[src/rtl/img_pkg.sv]
// Shared types and default geometry for the image RAM loader and the display readers.
package img_pkg;

  localparam int DEF_IMG_WIDTH   = 400;
  localparam int DEF_IMG_HEIGHT  = 457;
  localparam int DEF_COLOR_WIDTH = 12;
  localparam int IMG_PIXELS      = DEF_IMG_WIDTH * DEF_IMG_HEIGHT;

  typedef logic [DEF_COLOR_WIDTH-1:0] color_t;

  typedef enum logic [1:0] {
    IDLE,
    WRITE,
    FLUSH,
    DONE
  } wr_state_t;

endpackage

[src/rtl/raster_addr_gen.sv]
// Raster col/row/address counters; the address is a running count, so no multiply is needed.
module raster_addr_gen #(
  parameter int IMG_WIDTH  = 400,
  parameter int IMG_HEIGHT = 457,
  parameter int ADDR_WIDTH = 18,
  parameter int BASE_ADDR  = 0
) (
  input  logic                  clk,
  input  logic                  rst,
  input  logic                  i_clear,
  input  logic                  i_advance,
  output logic [ADDR_WIDTH-1:0] o_addr,
  output logic                  o_eof
);

  localparam int CW = (IMG_WIDTH  > 1) ? $clog2(IMG_WIDTH)  : 1;
  localparam int RW = (IMG_HEIGHT > 1) ? $clog2(IMG_HEIGHT) : 1;
  localparam logic [CW-1:0]         COL_MAX = CW'(IMG_WIDTH - 1);
  localparam logic [RW-1:0]         ROW_MAX = RW'(IMG_HEIGHT - 1);
  localparam logic [ADDR_WIDTH-1:0] ADDR0   = ADDR_WIDTH'(BASE_ADDR);

  logic [CW-1:0]         r_col;
  logic [RW-1:0]         r_row;
  logic [ADDR_WIDTH-1:0] r_addr;
  logic                  w_col_end;

  assign w_col_end = (r_col == COL_MAX);
  assign o_eof     = w_col_end && (r_row == ROW_MAX);
  assign o_addr    = r_addr;

  // Counters saturate on the last pixel so the address never leaves the image.
  always_ff @(posedge clk) begin
    if (!rst || i_clear) begin
      r_col  <= '0;
      r_row  <= '0;
      r_addr <= ADDR0;
    end else if (i_advance && !o_eof) begin
      r_addr <= r_addr + 1'b1;
      if (w_col_end) begin
        r_col <= '0;
        r_row <= r_row + 1'b1;
      end else begin
        r_col <= r_col + 1'b1;
      end
    end
  end

endmodule

[src/rtl/image_ram_writer.sv]
// Streams one raster-order image frame into BRAM port A, flagging short and long source frames.
module image_ram_writer
  import img_pkg::*;
#(
  parameter int IMG_WIDTH   = 400,
  parameter int IMG_HEIGHT  = 457,
  parameter int COLOR_WIDTH = 12,
  parameter int ADDR_WIDTH  = 18,
  parameter int BASE_ADDR   = 0
) (
  input  logic                   clk,
  input  logic                   rst,
  input  logic                   i_start,
  input  logic                   i_abort,
  input  logic                   i_s_valid,
  output logic                   o_s_ready,
  input  logic [COLOR_WIDTH-1:0] i_s_data,
  input  logic                   i_s_last,
  output logic                   o_mem_we,
  output logic [ADDR_WIDTH-1:0]  o_mem_addr,
  output logic [COLOR_WIDTH-1:0] o_mem_din,
  output logic                   o_busy,
  output logic                   o_done,
  output logic                   o_err_short,
  output logic                   o_err_long,
  output logic [ADDR_WIDTH-1:0]  o_pix_count
);

  localparam logic [ADDR_WIDTH-1:0] ADDR0 = ADDR_WIDTH'(BASE_ADDR);

  wr_state_t              r_state;
  logic                   r_s_ready;
  logic                   r_mem_we;
  logic [ADDR_WIDTH-1:0]  r_mem_addr;
  logic [COLOR_WIDTH-1:0] r_mem_din;
  logic                   r_busy;
  logic                   r_done;
  logic                   r_err_short;
  logic                   r_err_long;
  logic [ADDR_WIDTH-1:0]  r_pix_count;

  logic                   w_accept;
  logic                   w_clear;
  logic                   w_advance;
  logic [ADDR_WIDTH-1:0]  w_addr;
  logic                   w_eof;

  assign w_accept  = i_s_valid && r_s_ready;
  assign w_clear   = (r_state == IDLE) && i_start && !i_abort;
  assign w_advance = (r_state == WRITE) && w_accept;

  raster_addr_gen #(
    .IMG_WIDTH (IMG_WIDTH),
    .IMG_HEIGHT(IMG_HEIGHT),
    .ADDR_WIDTH(ADDR_WIDTH),
    .BASE_ADDR (BASE_ADDR)
  ) u_addr_gen (
    .clk      (clk),
    .rst      (rst),
    .i_clear  (w_clear),
    .i_advance(w_advance),
    .o_addr   (w_addr),
    .o_eof    (w_eof)
  );

  // Every output is registered; s_ready follows the next state, never s_valid.
  always_ff @(posedge clk) begin
    if (!rst) begin
      r_state     <= IDLE;
      r_s_ready   <= 1'b0;
      r_mem_we    <= 1'b0;
      r_mem_addr  <= ADDR0;
      r_mem_din   <= '0;
      r_busy      <= 1'b0;
      r_done      <= 1'b0;
      r_err_short <= 1'b0;
      r_err_long  <= 1'b0;
      r_pix_count <= '0;
    end else begin
      r_mem_we <= 1'b0;
      r_done   <= 1'b0;
      case (r_state)
        IDLE: begin
          if (w_clear) begin
            r_state     <= WRITE;
            r_busy      <= 1'b1;
            r_s_ready   <= 1'b1;
            r_pix_count <= '0;
            r_err_short <= 1'b0;
            r_err_long  <= 1'b0;
          end
        end
        WRITE: begin
          if (w_accept) begin
            r_mem_we    <= 1'b1;
            r_mem_din   <= i_s_data;
            r_mem_addr  <= w_addr;
            r_pix_count <= r_pix_count + 1'b1;
          end
          // Abort still lets the beat of this cycle land but leaves the flags alone.
          if (i_abort || (w_accept && (w_eof ? i_s_last : i_s_last))) begin
            r_state   <= DONE;
            r_done    <= 1'b1;
            r_busy    <= 1'b0;
            r_s_ready <= 1'b0;
            if (!i_abort && !w_eof) r_err_short <= 1'b1;
          end else if (w_accept && w_eof) begin
            r_state    <= FLUSH;
            r_err_long <= 1'b1;
          end
        end
        FLUSH: begin
          if (i_abort || (w_accept && i_s_last)) begin
            r_state   <= DONE;
            r_done    <= 1'b1;
            r_busy    <= 1'b0;
            r_s_ready <= 1'b0;
          end
        end
        DONE: begin
          r_state <= IDLE;
        end
        default: begin
          r_state   <= IDLE;
          r_busy    <= 1'b0;
          r_s_ready <= 1'b0;
        end
      endcase
    end
  end

  assign o_s_ready   = r_s_ready;
  assign o_mem_we    = r_mem_we;
  assign o_mem_addr  = r_mem_addr;
  assign o_mem_din   = r_mem_din;
  assign o_busy      = r_busy;
  assign o_done      = r_done;
  assign o_err_short = r_err_short;
  assign o_err_long  = r_err_long;
  assign o_pix_count = r_pix_count;

endmodule
[config.mk]
export PLATFORM = sky130hd
export DESIGN_NAME = image_ram_writer
export DESIGN_NICKNAME = d
export VERILOG_FILES = /design/src/rtl/img_pkg.sv /design/src/rtl/raster_addr_gen.sv /design/src/rtl/image_ram_writer.sv
export SDC_FILE = /design/constraint.sdc
export NUM_CORES = 1
export LEC_CHECK = 0
export ABC_AREA = 0
export BUFFER_PORTS_ARGS = -buffer_cell sky130_fd_sc_hd__buf_2
export CAP_MARGIN = 20
export CORE_MARGIN = 8
export CORE_UTILIZATION = 41
export DETAILED_ROUTE_END_ITERATION = 16
export HOLD_SLACK_MARGIN = 0.12
export MAX_ROUTING_LAYER = met4
export PLACE_DENSITY = 0.74
export SYNTH_ARGS = -nofsm -noshare
export SYNTH_HDL_FRONTEND = slang
export SYNTH_HIERARCHICAL = 1
export SYNTH_SLANG_ARGS = --single-unit
[constraint.sdc]
create_clock -name clk -period 2.4 [get_ports clk]
set_input_delay 0.48 -clock clk [delete_from_list [all_inputs] [get_ports clk]]
set_output_delay 0.48 -clock clk [all_outputs]
set_load 0.005 [all_outputs]
# Word-level counts from Yosys, hierarchy flattened
# Index checks and enable logic that the tools add are counted.
# classes
n_mux	21
eq_ne	14
add_sub_neg	4
reduce_logical	27
# ops
cell	n
adder 18 x 1 -> 18 bit (second input constant)	2
two-way mux 18 bit	2
one-hot mux 18 bit (2 select lines)	1
adder 9 x 1 -> 9 bit (second input constant)	2
equality test 9 bit (second input constant)	2
!= test 2 x 1 -> 1 bit (second input constant)	5
logical AND 1 bit	9
two-way mux 1 bit	9
two-way mux 9 bit	1
AND reduction 3 bit	3
two-way mux 2 bit	4
one-hot mux 2 bit (4 select lines)	1
AND reduction 2 bit	4
AND reduction 4 bit	2
!= test 2 bit (second input constant)	3
one-hot mux 1 bit (2 select lines)	3
equality test 2 bit (second input constant)	2
nonzero test 2 bit	2
logical NOT 1 bit	3
!= test 3 x 1 -> 1 bit (second input constant)	1
equality test 2 x 1 -> 1 bit (second input constant)	1
logical NOT 2 bit	1
logical OR 1 bit	2
OR reduction 2 bit	1
# word_totals
regBits	91
output_inout_bits	54
elab_cells	78

# Depth between registers and ports, before layout
# Gate-level depths: netlist of the first run.
# depth
word_depth	7
mapped_depth	11

# By module
# Netlist of the first run, hierarchy kept.
# by_module_without_submodules
module	cells_each	instances	area_each_um2
image_ram_writer	294	1	2464.9
raster_addr_gen	214	1	1784.2

# Worst setup path after synthesis of the first run
# No wires, ideal clock.
# synth_path
path_kind	register to register
start	register r_state[1]
end	register u_addr_gen.r_row[3]
setup_slack_ns	-0.018
required_ns	2.341
path_stages_with_launch	12
setup_ns	0.059
t_arrival_ns	2.358
path_cell_list	dfxtp_1 inv_1 ha_1 buf_2 nand3_2 inv_1 clkbuf_1 nand4_1 nor3_4 nand2_4 or4_1 nand2_1
# synth_between
elab_chain_cells	4
elab_cells_between_ends	8
# synth_rtl
item	line_no	text
start, declared	image_ram_writer.sv:31	wr_state_t r_state;
start signal, assigned	image_ram_writer.sv:69	r_state <= IDLE;
start signal, assigned	image_ram_writer.sv:85	r_state <= WRITE;
start signal, assigned	image_ram_writer.sv:102	r_state <= DONE;
equality test 2 x 1 -> 1 bit	image_ram_writer.sv:50	assign w_advance = (r_state == WRITE) && w_accept;
logical AND 1 bit	image_ram_writer.sv:50	
net w_advance	image_ram_writer.sv:44	logic w_advance;
logical AND 1 bit	raster_addr_gen.sv:37	end else if (i_advance && !o_eof) begin
AND reduction 2 bit (no line)	-	
end signal, assigned	raster_addr_gen.sv:41	r_row <= r_row + 1'b1;
end, declared	raster_addr_gen.sv:23	logic [RW-1:0] r_row;
# The timed path passes the listed nets, and every way through them passes these cells.
# A chain may end at the register's enable or synchronous reset.

# Final worst setup path of the first run
# layout_path
start	register r_state[1]
end	register r_pix_count[11], in the netlist o_pix_count[11]
# layout_between
elab_chain_cells	5
elab_cells_between_ends	9
# layout_rtl
item	line_no	text
logical NOT 2 bit	image_ram_writer.sv:49, image_ram_writer.sv:82	
logical AND 1 bit (2 in series)	image_ram_writer.sv:49	assign w_clear = (r_state == IDLE) && i_start && !i_abort;
!= test 2 x 1 -> 1 bit (no line)	-	
AND reduction 3 bit (no line)	-	
end signal, assigned	image_ram_writer.sv:98	r_pix_count <= r_pix_count + 1'b1;
end, declared	image_ram_writer.sv:40	logic [ADDR_WIDTH-1:0] r_pix_count;
# Several ways; a longest one is shown, not always the timed one.

==> reports/metrics.csv, run 1 <==
stage,metric,value,unit
status,outcome,"complete, no violations",
synthesis,register bit total from synthesis,91,
synthesis,leading area contributor after synthesis,dfxtp_1,
floorplan,Die W,118,um
grt,first-pass GRT wire length,17700,um
sta,Final TNS setup,0,ns
route,drt first pass iters,7,
route,Vias/cell,5.49,
power,clock share of power,35.3,%
route,DR iter-0 viols,389,
placement,IO Port Bufs,71,
critical_path,Worst Setup End Kind,register,
sta,Tcrit/Tclk final,93.8,%
finish,post-route cell area,4980,sq um
clock_tree,Worst-path clk slew,0.11,ns
clock_tree,clock buffer depth,2,
grt,met3 Usage GRT,3.36,%
route,WL/cell,14.5,um
clock_tree,worst-skew pair later-pin latency,0.37,ns
synthesis,Post-synth top flop,dfxtp_1,
power,Reg power frac,50.8,%
clock_tree,TritonCTS Buffers,9,
synthesis,leading post-synthesis cells by cell area,"dfxtp_1, nand2_1, a21boi_0",
power,Leak,1.90,nW
hold_path,Hold Path Class,primary input to register,
sta,Final min period,2.25,ns
synthesis,"Async S/R FF share, synth",0,%
sta,Max Fclk,444,MHz
synthesis,"Seq/Total Area, Yosys",42.9,%
synthesis,Yosys top cell area share,42.9,%
critical_path,Setup crit start kind,register,
power,PwrDens,619,nW/um^2
finish,Layout Cells excl Fill,720,
clock_tree,CTS Root Cell,clkbuf_8,
route,DR vias,3950,
power,Logic pwr share,13.9,%
floorplan,Die Area,13900,sq um
run,Max Cap Violations,0,
synthesis,Post-Syn Area,4250,sq um
route,Detail Route Antenna Nets,0,
grt,initial antenna violation count,0,
sta,endpoints failing setup,0,
clock_tree,clock sink total,91,
synthesis,Unique masters post-synth,53,
floorplan,initial core utilization,41.7,%
sta,max-slew violations,0,
critical_path,"critical path fanouts, max",22,
grt,met1 Resource Use GR,17.5,%
floorplan,CORE AREA,10200,sq um
grt,GRT busiest layer,met2,
synthesis,"EDFF count, synth",0,
grt,Total Routing Usage GR,15.4,%
floorplan,row count,37,
sta,Slew headroom,47.3,%
placement,Inst Count DP,702,
sta,Setup Skew,0.0173,ns
power,worst ir drop on vdd,0.273,mV
grt,number of global-route vias before repair,3709,
route,drt total wl,10500,um
clock_tree,hold bufs inserted after CTS,0,
critical_path,WP data arrival,2.56,ns
clock_tree,H-tree levels,3,
placement,DP HPWL,7570,um
sta,Hold Fails Final Rpt,0,
route,Post-route DRC,0,
critical_path,Worst EP required,2.70,ns
sta,Worst-Margin Slew,0.791,ns
placement,GPL Wtd Cong,0.820,
power,switching pwr,890,uW
finish,Area Overhead vs Synth,17.3,%
synthesis,Synth Instances,508,
power,Overall Power,3.09,mW
power,Sw Ratio,28.8,%
power,internal power,2.20,mW
floorplan,Top Ports,72,
grt,largest net degree at the start of global routing,42,
critical_path,kind of critical path,register to register,
clock_tree,CTS tree,yes,
synthesis,Mapped Nets,535,
critical_path,flop-to-flop setup slack,0.15,ns
placement,dpl cell area,4760,sq um
finish,layout cells sized above 1,19.9,%
synthesis,synth warn,6,
grt,global-route track usage on met2,25.5,%
sta,final hold slack,0.354,ns
sta,RSZ-0062 raised after global routing,false,
floorplan,die height,118,um
grt,total grt overflow,0,
finish,net count reported at finish,606,
finish,# diodes,0,
synthesis,syn avg cell area,8.36,sq um
==> logic make-up (layout without fill, tap and decap cells) <==
kind of cell | Yosys count | after routing | synth area share [%]
fa+ha+maj | 9 | 9 | 2.65
mux | 3 | 3 | 0.707
compound gates | 103 | 103 | 16.1
flops | 91 | 91 | 42.9
xor+xnor | 22 | 22 | 4.53
buf+inv | 42 | 118 | 4.24
simple gates | 238 | 238 | 28.9
==> layout make-up <==
class	instances	area, sq um
fillers	949	5200
clock buffers	9	124
flip-flops and latches	91	1820
multi-input cells	375	2250
repair buffers	88	487
clock inverters	7	81.3
inverters	14	52.6
well taps	136	170
==> registers in the layout, indices dropped and copies added (netlist names) <==
signal and flops:
o_err_long 1, o_mem_din 12, u_addr_gen/r_col 9, o_pix_count 18, o_mem_we 1, o_done 1
u_addr_gen/o_addr 18, u_addr_gen/r_row 9, o_busy 1, r_state 2, o_err_short 1, o_mem_addr 18
==> layout by cell type, fill, tap and decap left out, types with 2 or more instances in the layout <==
master and count:
nor2_1 37, o21ai_0 12, or3_1 8, inv_1 14
nor3_1 3, xor2_1 17, and4b_1 2, a21oi_1 26
nand4b_1 2, nand2_1 85, and2_1 3, or4_1 16
dfxtp_1 91, nand3_1 26, inv_6 4, o31ai_1 13
a21boi_0 32, nor4_1 2, clkbuf_8 9, a31oi_1 2
o211ai_1 3, and3_1 10, ha_1 9, a22oi_1 2
nor2b_1 7, buf_4 16, xnor2_1 5, a31o_2 2
buf_2 71, nand4_1 20, and4_2 2, and4_1 3
mux2i_1 3, nand2b_1 4, a221oi_1 2
==> cell usage after synthesis (7+ instances only) <==
cell      instances
dfxtp_1          91
nand2_1          85
nor2_1           37
a21boi_0         32
a21oi_1          26
nand3_1          26
clkbuf_1         20
nand4_1          20
xor2_1           17
or4_1            16
inv_1            14
o31ai_1          13
o21ai_0          12
and3_1           10
ha_1              9
or3_1             8
nor2b_1           7
==> final timing paths <==
path,start,depth (start not counted),end
setup / recovery,r_state[1]$_SDFFE_PN0P_,6,o_pix_count[11]$_SDFFE_PN0P_
hold / removal,i_s_data[1],3,o_mem_din[1]$_SDFFE_PN0P_
setup reg to reg,r_state[1]$_SDFFE_PN0P_,6,o_pix_count[11]$_SDFFE_PN0P_
hold reg to reg,o_mem_addr[2]$_SDFFE_PN0P_,2,o_mem_addr[2]$_SDFFE_PN0P_
==> repair_timing <==
item | in CTS | in global routing
setup endpoints to repair | 0 | 13
setup buffers | 0 | 2
gates resized for setup | 0 | 2
==> per-stage QoR <==
step	setup slack, ns	util, %
2_1_floorplan	0.0937	-
3_3_place_gp	0.204	46.7
3_5_place_dp	0.0801	46.7
4_1_cts	0.0753	48.7
5_1_grt	0.0253	48.9
6_report	0.148	48.9
==> critical path, cell delays in order (launching register included) <==
cell      delay [ns]
dfxtp_1         0.35
inv_1           0.12
ha_1            0.35
nand2b_1        0.16
a221o_2         0.52
or4_1           0.51
a21oi_1         0.17
==> power by group through the flow <==
stage	Combinational (mW)	Clock (mW)	Sequential, mW
3_3_place_gp	0.402	0	1.60
3_5_place_dp	0.421	0	1.60
2_1_floorplan	0.297	0	1.60
6_report	0.429	1.09	1.57
5_1_grt	0.476	1.18	1.57
4_1_cts	0.423	1.12	1.57
==> per-layer routing <==
| layer | vias up | part of all wire (%) |
|---|---|---|
| li1 | 1947 | - |
| met1 | 1905 | 43 |
| met2 | 90 | 51 |
| met3 | 8 | 5.0 |
| met4 | 0 | 0.85 |
| met5 | - | 0 |
No activity file was read; power rests on OpenSTA's default activity.
==> inputs of run 2 (changes only) <==
--- a/config.mk
+++ b/config.mk
@@ -10,10 +10,12 @@
 export CAP_MARGIN = 20
 export CORE_MARGIN = 8
 export CORE_UTILIZATION = 41
+export CTS_CLUSTER_DIAMETER = 120
 export DETAILED_ROUTE_END_ITERATION = 16
 export HOLD_SLACK_MARGIN = 0.12
 export MAX_ROUTING_LAYER = met4
 export PLACE_DENSITY = 0.74
+export REMOVE_ABC_BUFFERS = 1
 export SYNTH_ARGS = -nofsm -noshare
 export SYNTH_HDL_FRONTEND = slang
 export SYNTH_HIERARCHICAL = 1
==> reports/metrics.csv, run 2 (synthesis gave the netlist of run 1 again) <==
stage,metric,value,unit,change
sta,endpoints failing setup,0,,unchanged
critical_path,kind of critical path,register to register,,
hold_path,Hold Path Class,primary input to register,,
critical_path,Worst Setup End Kind,register,,
clock_tree,H-tree levels,3,,unchanged
placement,GPL Wtd Cong,0.884,,+7.9%
route,Post-route DRC,0,,unchanged
sta,RSZ-0062 raised after global routing,false,,
power,clock share of power,35.2,%,about the same
status,outcome,"complete, no violations",,
clock_tree,CTS tree,yes,,
critical_path,cell family with most CP delay,compound AO/OA/AOI/OAI gates,,
finish,layout cells sized above 1,19.9,%,+0.068 points
placement,DP HPWL,7050,um,-6.8%
sta,Tcrit/Tclk final,92.8,%,-1.1 points
critical_path,Setup crit start kind,register,,
critical_path,WP data arrival,2.51,ns,-0.05 ns
sta,max-slew violations,0,,unchanged
sta,Final min period,2.23,ns,-0.0254 ns
grt,total grt overflow,0,,unchanged
sta,Worst-Margin Slew,0.618,ns,-0.172 ns
route,DR iter-0 viols,343,,-12%
floorplan,die height,118,um,unchanged
route,DR vias,3868,,-2.1%
sta,Slew headroom,58.7,%,+11 points
floorplan,Die Area,13900,sq um,unchanged
power,Logic pwr share,13.9,%,about the same
route,Vias/cell,5.39,,-1.8%
critical_path,slowest library cell on the worst path,a221o_2,,
critical_path,FF-to-FF path depth,6,,unchanged
hold_path,Hold Path Origin,i_s_data[4],,
grt,Total Routing Usage GR,14.5,%,-0.89 points
power,worst ir drop on vdd,0.312,mV,+14%
clock_tree,TritonCTS Buffers,9,,unchanged
finish,net count reported at finish,604,,-0.33%
power,Overall Power,3.08,mW,-0.19%
critical_path,cells along the critical path,"inv_1, ha_1, nand2b_1, a221o_2, or4_1, a21oi_1",,
grt,number of global-route vias before repair,3652,,-1.5%
finish,# diodes,0,,unchanged
floorplan,CORE AREA,10200,sq um,unchanged
grt,largest net degree at the start of global routing,51,,+21%
route,drt first pass iters,5,,-2
critical_path,FF-to-FF Start,r_state[0]$_SDFFE_PN0P_,,
clock_tree,clock buffer depth,2,,unchanged
power,PwrDens,619,nW/um^2,about the same
finish,"commonest cells after routing, fill and taps aside","dfxtp_1, nand2_1, buf_2",,
floorplan,row count,37,,unchanged
grt,initial antenna violation count,0,,unchanged
route,Detail Route Antenna Nets,0,,unchanged
placement,IO Port Bufs,71,,unchanged
critical_path,r2r endpoint,o_pix_count[12]$_SDFFE_PN0P_,,
floorplan,Top Ports,72,,unchanged
route,WL/cell,13.9,um,-4.1%
run,Max Cap Violations,0,,unchanged
power,Sw Ratio,28.4,%,-0.43 points
floorplan,Die W,118,um,unchanged
critical_path,"critical path fanouts, max",22,,unchanged
route,drt total wl,10000,um,-4.3%
clock_tree,Worst-path clk slew,0.10,ns,about the same
sta,Max Fclk,449,MHz,+1.1%
hold_path,Hold Path End,o_mem_din[4]$_SDFFE_PN0P_,,
sta,Setup Skew,0.0156,ns,-0.00177 ns
power,switching pwr,875,uW,-1.7%
critical_path,CP max stage delay,0.52,ns,about the same
finish,Area Overhead vs Synth,17.2,%,
power,internal power,2.21,mW,+0.41%
clock_tree,clock sink total,91,,unchanged
critical_path,Crit path buffers/inverters,1,,unchanged
sta,Hold Fails Final Rpt,0,,unchanged
sta,final hold slack,0.354,ns,+0.000313 ns
hold_path,hold depth,3,,unchanged
clock_tree,CTS Root Cell,clkbuf_8,,
critical_path,flop-to-flop setup slack,0.17,ns,+0.03 ns
floorplan,initial core utilization,41.7,%,unchanged
grt,first-pass GRT wire length,16900,um,-4.1%
power,Leak,1.89,nW,-0.23%
critical_path,Worst EP required,2.68,ns,-0.02 ns
clock_tree,worst-skew pair later-pin latency,0.36,ns,about the same
finish,"most common cell after layout, fill and taps aside",dfxtp_1,,
power,Reg power frac,50.9,%,about the same
==> run 2: cell count changes in the layout (fill, tap and decap cells not counted) <==
cell        delta
ha_1           -1
nand2_2        +1
buf_8          +1
ha_2           +1
inv_8          +1
buf_4          -2
clkinv_4       -1
nand2_1        -1
buf_6          -1
clkinv_2       +1
clkinvlp_4     -1
==> run 2: power by group through the flow <==
stage          logic (mW)  registers, mW  clock network, mW
2_1_floorplan       0.267           1.60                  0
3_3_place_gp        0.402           1.60                  0
3_5_place_dp        0.423           1.60                  0
4_1_cts             0.424           1.57               1.12
5_1_grt             0.476           1.57               1.18
6_report            0.429           1.57               1.08
==> run 2: worst register-to-register path: stages (launching register included) <==
cell      delay [ns]
dfxtp_1         0.36
inv_1           0.12
ha_1            0.30
nand2b_1        0.16
a221o_2         0.52
or4_1           0.53
a21oi_1         0.17
==> run 2: cell type report <==
cell class                      instances  area [sq um]
Clock inverter                          7          81.3
Inverter                               14          52.6
Multi-Input combinational cell        375          2250
Tap cell                              136           170
Sequential cell                        91          1820
Clock buffer                            9           124
Timing Repair Buffer                   86           475
Fill cell                             963          5210
==> run 2: metrics by stage <==
step,util (%),worst slack [ns],instance area [sq um],std cells,TNS (ns)
after floorplan,-,-0.832,4120,480,-12.57
after global placement,46.5,0.0839,4740,699,0
after detailed placement,46.5,-0.00317,4740,699,-0.00317
after CTS,48.6,0.0771,4950,715,0
after global routing,48.9,0.0103,4980,718,0
final,48.9,0.173,4980,718,0
==> run 2: timing repair <==
item | CTS | global route
resized for setup | 1 | 5
setup buffers | 0 | 3
setup endpoints to repair | 1 | 19
hold buffers | 0 | 0
pin swaps | 0 | 1
cloned | 0 | 0
==> run 2: worst max-delay path by stage <==
stage	startpoint	endpoint	slack (ns)	depth (start not counted)
final	r_state[0]$_SDFFE_PN0P_	o_pix_count[12]$_SDFFE_PN0P_	0.17	6
after global routing	r_state[0]$_SDFFE_PN0P_	o_pix_count[8]$_SDFFE_PN0P_	0.01	6
after CTS	r_state[1]$_SDFFE_PN0P_	u_addr_gen/r_row[3]$_SDFFE_PP0P_	0.08	9
after detailed placement	r_state[1]$_SDFFE_PN0P_	u_addr_gen/o_addr[3]$_SDFFE_PP0P_	-0.003	8
after global placement	r_state[1]$_SDFFE_PN0P_	u_addr_gen/o_addr[3]$_SDFFE_PP0P_	0.08	8
after floorplan	r_state[1]$_SDFFE_PN0P_	u_addr_gen/r_row[3]$_SDFFE_PP0P_	-0.83	9
==> run 2: metal layers <==
| layer | global-route usage, % | share of wire (%) | vias to the layer above |
|---|---|---|---|
| li1 | - | - | 1942 |
| met1 | 17.4 | 47 | 1821 |
| met2 | 23.4 | 47 | 90 |
| met3 | 3.26 | 4.9 | 15 |
| met4 | 5.44 | 1.6 | 0 |
| met5 | - | 0 | - |
==> inputs of run 3 (changes only) <==
--- a/config.mk
+++ b/config.mk
@@ -15,6 +15,7 @@
 export HOLD_SLACK_MARGIN = 0.12
 export MAX_ROUTING_LAYER = met4
 export PLACE_DENSITY = 0.74
+export RECOVER_POWER = 100
 export REMOVE_ABC_BUFFERS = 1
 export SYNTH_ARGS = -nofsm -noshare
 export SYNTH_HDL_FRONTEND = slang
==> reports/metrics.csv, run 3 (synthesis gave the netlist of run 1 again) <==
stage,metric,value,unit,change
route,Post-route DRC,0,,unchanged
power,Overall Power,3.06,mW,-0.71%
grt,total grt overflow,0,,unchanged
finish,net count reported at finish,604,,unchanged
sta,max-slew violations,0,,unchanged
placement,DP HPWL,7050,um,unchanged
route,DR iter-0 viols,327,,-4.7%
grt,global-route track usage on met2,23.4,%,unchanged
floorplan,Die Area,13900,sq um,unchanged
finish,layout cells sized above 1,12.5,%,-7.4 points
placement,IO Port Bufs,71,,unchanged
clock_tree,worst-skew pair later-pin latency,0.36,ns,about the same
floorplan,Die W,118,um,unchanged
sta,Setup Skew,0.0115,ns,-0.00401 ns
hold_path,Hold Path Origin,i_s_data[4],,
clock_tree,Worst-path clk slew,0.10,ns,about the same
route,WL/cell,13.9,um,-0.25%
critical_path,flop-to-flop setup slack,0.17,ns,about the same
placement,pre-CTS setup slack,-0.00317,ns,unchanged
grt,GRT busiest layer,met2,,
clock_tree,CTS tree,yes,,
critical_path,WP data arrival,2.51,ns,about the same
grt,number of global-route vias before repair,3652,,unchanged
sta,Tcrit/Tclk final,93.0,%,+0.20 points
power,PwrDens,623,nW/um^2,+0.58%
power,Leak,1.70,nW,-9.9%
sta,RSZ-0062 raised after global routing,false,,
route,DR vias,3861,,-0.18%
floorplan,initial core utilization,41.7,%,unchanged
finish,Area Overhead vs Synth,15.7,%,
finish,Fillers,993,,+3.1%
critical_path,Worst EP required,2.67,ns,about the same
placement,GPL Wtd Cong,0.884,,unchanged
grt,largest net degree at the start of global routing,51,,unchanged
sta,Max Fclk,448,MHz,-0.22%
finish,storage element area,1820,sq um,unchanged
sta,final hold slack,0.351,ns,-0.00328 ns
critical_path,kind of critical path,register to register,,
sta,Hold Fails Final Rpt,0,,unchanged
sta,Worst-Margin Slew,0.828,ns,+0.209 ns
critical_path,"critical path fanouts, max",22,,unchanged
finish,# diodes,0,,unchanged
finish,"commonest cells after routing, fill and taps aside","dfxtp_1, nand2_1, clkbuf_1",,
power,worst ir drop on vdd,0.310,mV,-0.39%
floorplan,CORE AREA,10200,sq um,unchanged
critical_path,Worst Setup End Kind,register,,
clock_tree,H-tree levels,3,,unchanged
floorplan,die height,118,um,unchanged
sta,endpoints failing setup,0,,unchanged
grt,met3 Usage GRT,3.26,%,unchanged
floorplan,Top Ports,72,,unchanged
finish,"most common cell after layout, fill and taps aside",dfxtp_1,,
sta,Final WS setup,0.168,ns,-0.00488 ns
sta,Final min period,2.23,ns,+0.00488 ns
grt,initial antenna violation count,0,,unchanged
hold_path,Hold Path Class,primary input to register,,
grt,first-pass GRT wire length,16900,um,unchanged
route,Detail Route Antenna Nets,0,,unchanged
clock_tree,TritonCTS Buffers,9,,unchanged
route,drt first pass iters,4,,-1
critical_path,FF-to-FF Start,r_state[0]$_SDFFE_PN0P_,,
clock_tree,clock sink total,91,,unchanged
critical_path,crit path from,r_state[0]$_SDFFE_PN0P_,,
grt,Total Routing Usage GR,14.5,%,unchanged
critical_path,Setup crit start kind,register,,
finish,fin util,48.3,%,-0.63 points
grt,met1 Resource Use GR,17.4,%,unchanged
floorplan,row count,37,,unchanged
status,outcome,"complete, no violations",,
clock_tree,clock buffer depth,2,,unchanged
route,Vias/cell,5.38,,-0.18%
run,Max Cap Violations,0,,unchanged
clock_tree,CTS Root Cell,clkbuf_8,,
route,drt total wl,9980,um,-0.25%
sta,Slew headroom,44.8,%,-14 points
finish,multi-input gate area in the final layout,2250,sq um,unchanged
## run 3: cell types whose count changed in the layout (fill, tap and decap cells not counted), sizes merged
cell | before | now
buf | 86 | 41
clkbuf | 9 | 54
## run 3: final cells by class
cell class | instances | area share [%]
sequential | 91 | 37.1
inverter | 14 | 1.07
multi-input combinational | 375 | 45.9
clock buffer | 9 | 2.52
clock inverter | 7 | 1.65
timing repair buffer | 86 | 8.38
tap | 136 | 3.46
## run 3: path summary, 6_finish.rpt
check                                                     to  depth (start not counted)
worst max-delay path            o_pix_count[12]$_SDFFE_PN0P_                          6
worst min-delay path               o_mem_din[4]$_SDFFE_PN0P_                          3
worst max register to register  o_pix_count[12]$_SDFFE_PN0P_                          6
worst min register to register     o_mem_din[0]$_SDFFE_PN0P_                          2
## run 3: worst max-delay path, cell delays in order (launching register included)
cell      delay [ns]
dfxtp_1         0.36
inv_1           0.12
ha_1            0.30
nand2b_1        0.16
a221o_2         0.52
or4_1           0.52
a21oi_1         0.17
## run 3: report_power, final
group	switching (mW)	internal (mW)	total, mW
Combinational	0.262	0.149	0.411
Clock	0.578	0.502	1.08
Sequential	0.0303	1.54	1.57
## run 3: what timing repair did
action                     4_1_cts  5_1_grt
hold buffers                     0        0
setup buffers                    0        3
resized for setup                1        5
pin swaps                        0        1
setup endpoints to repair        1       19
## run 3: routing by layer
metal | up-vias | wire length, um
met5 | - | 0
met4 | 0 | 153
met3 | 12 | 449
met2 | 87 | 4730
met1 | 1825 | 4650
li1 | 1937 | -
## run 3: stage by stage
step | TNS [ns] | cell area [sq um] | instances
floorplan | -12.57 | 4120 | 480
global placement | 0 | 4740 | 699
detailed placement | -0.00317 | 4740 | 699
CTS | 0 | 4950 | 715
global route | 0 | 4910 | 718
finish | 0 | 4910 | 718
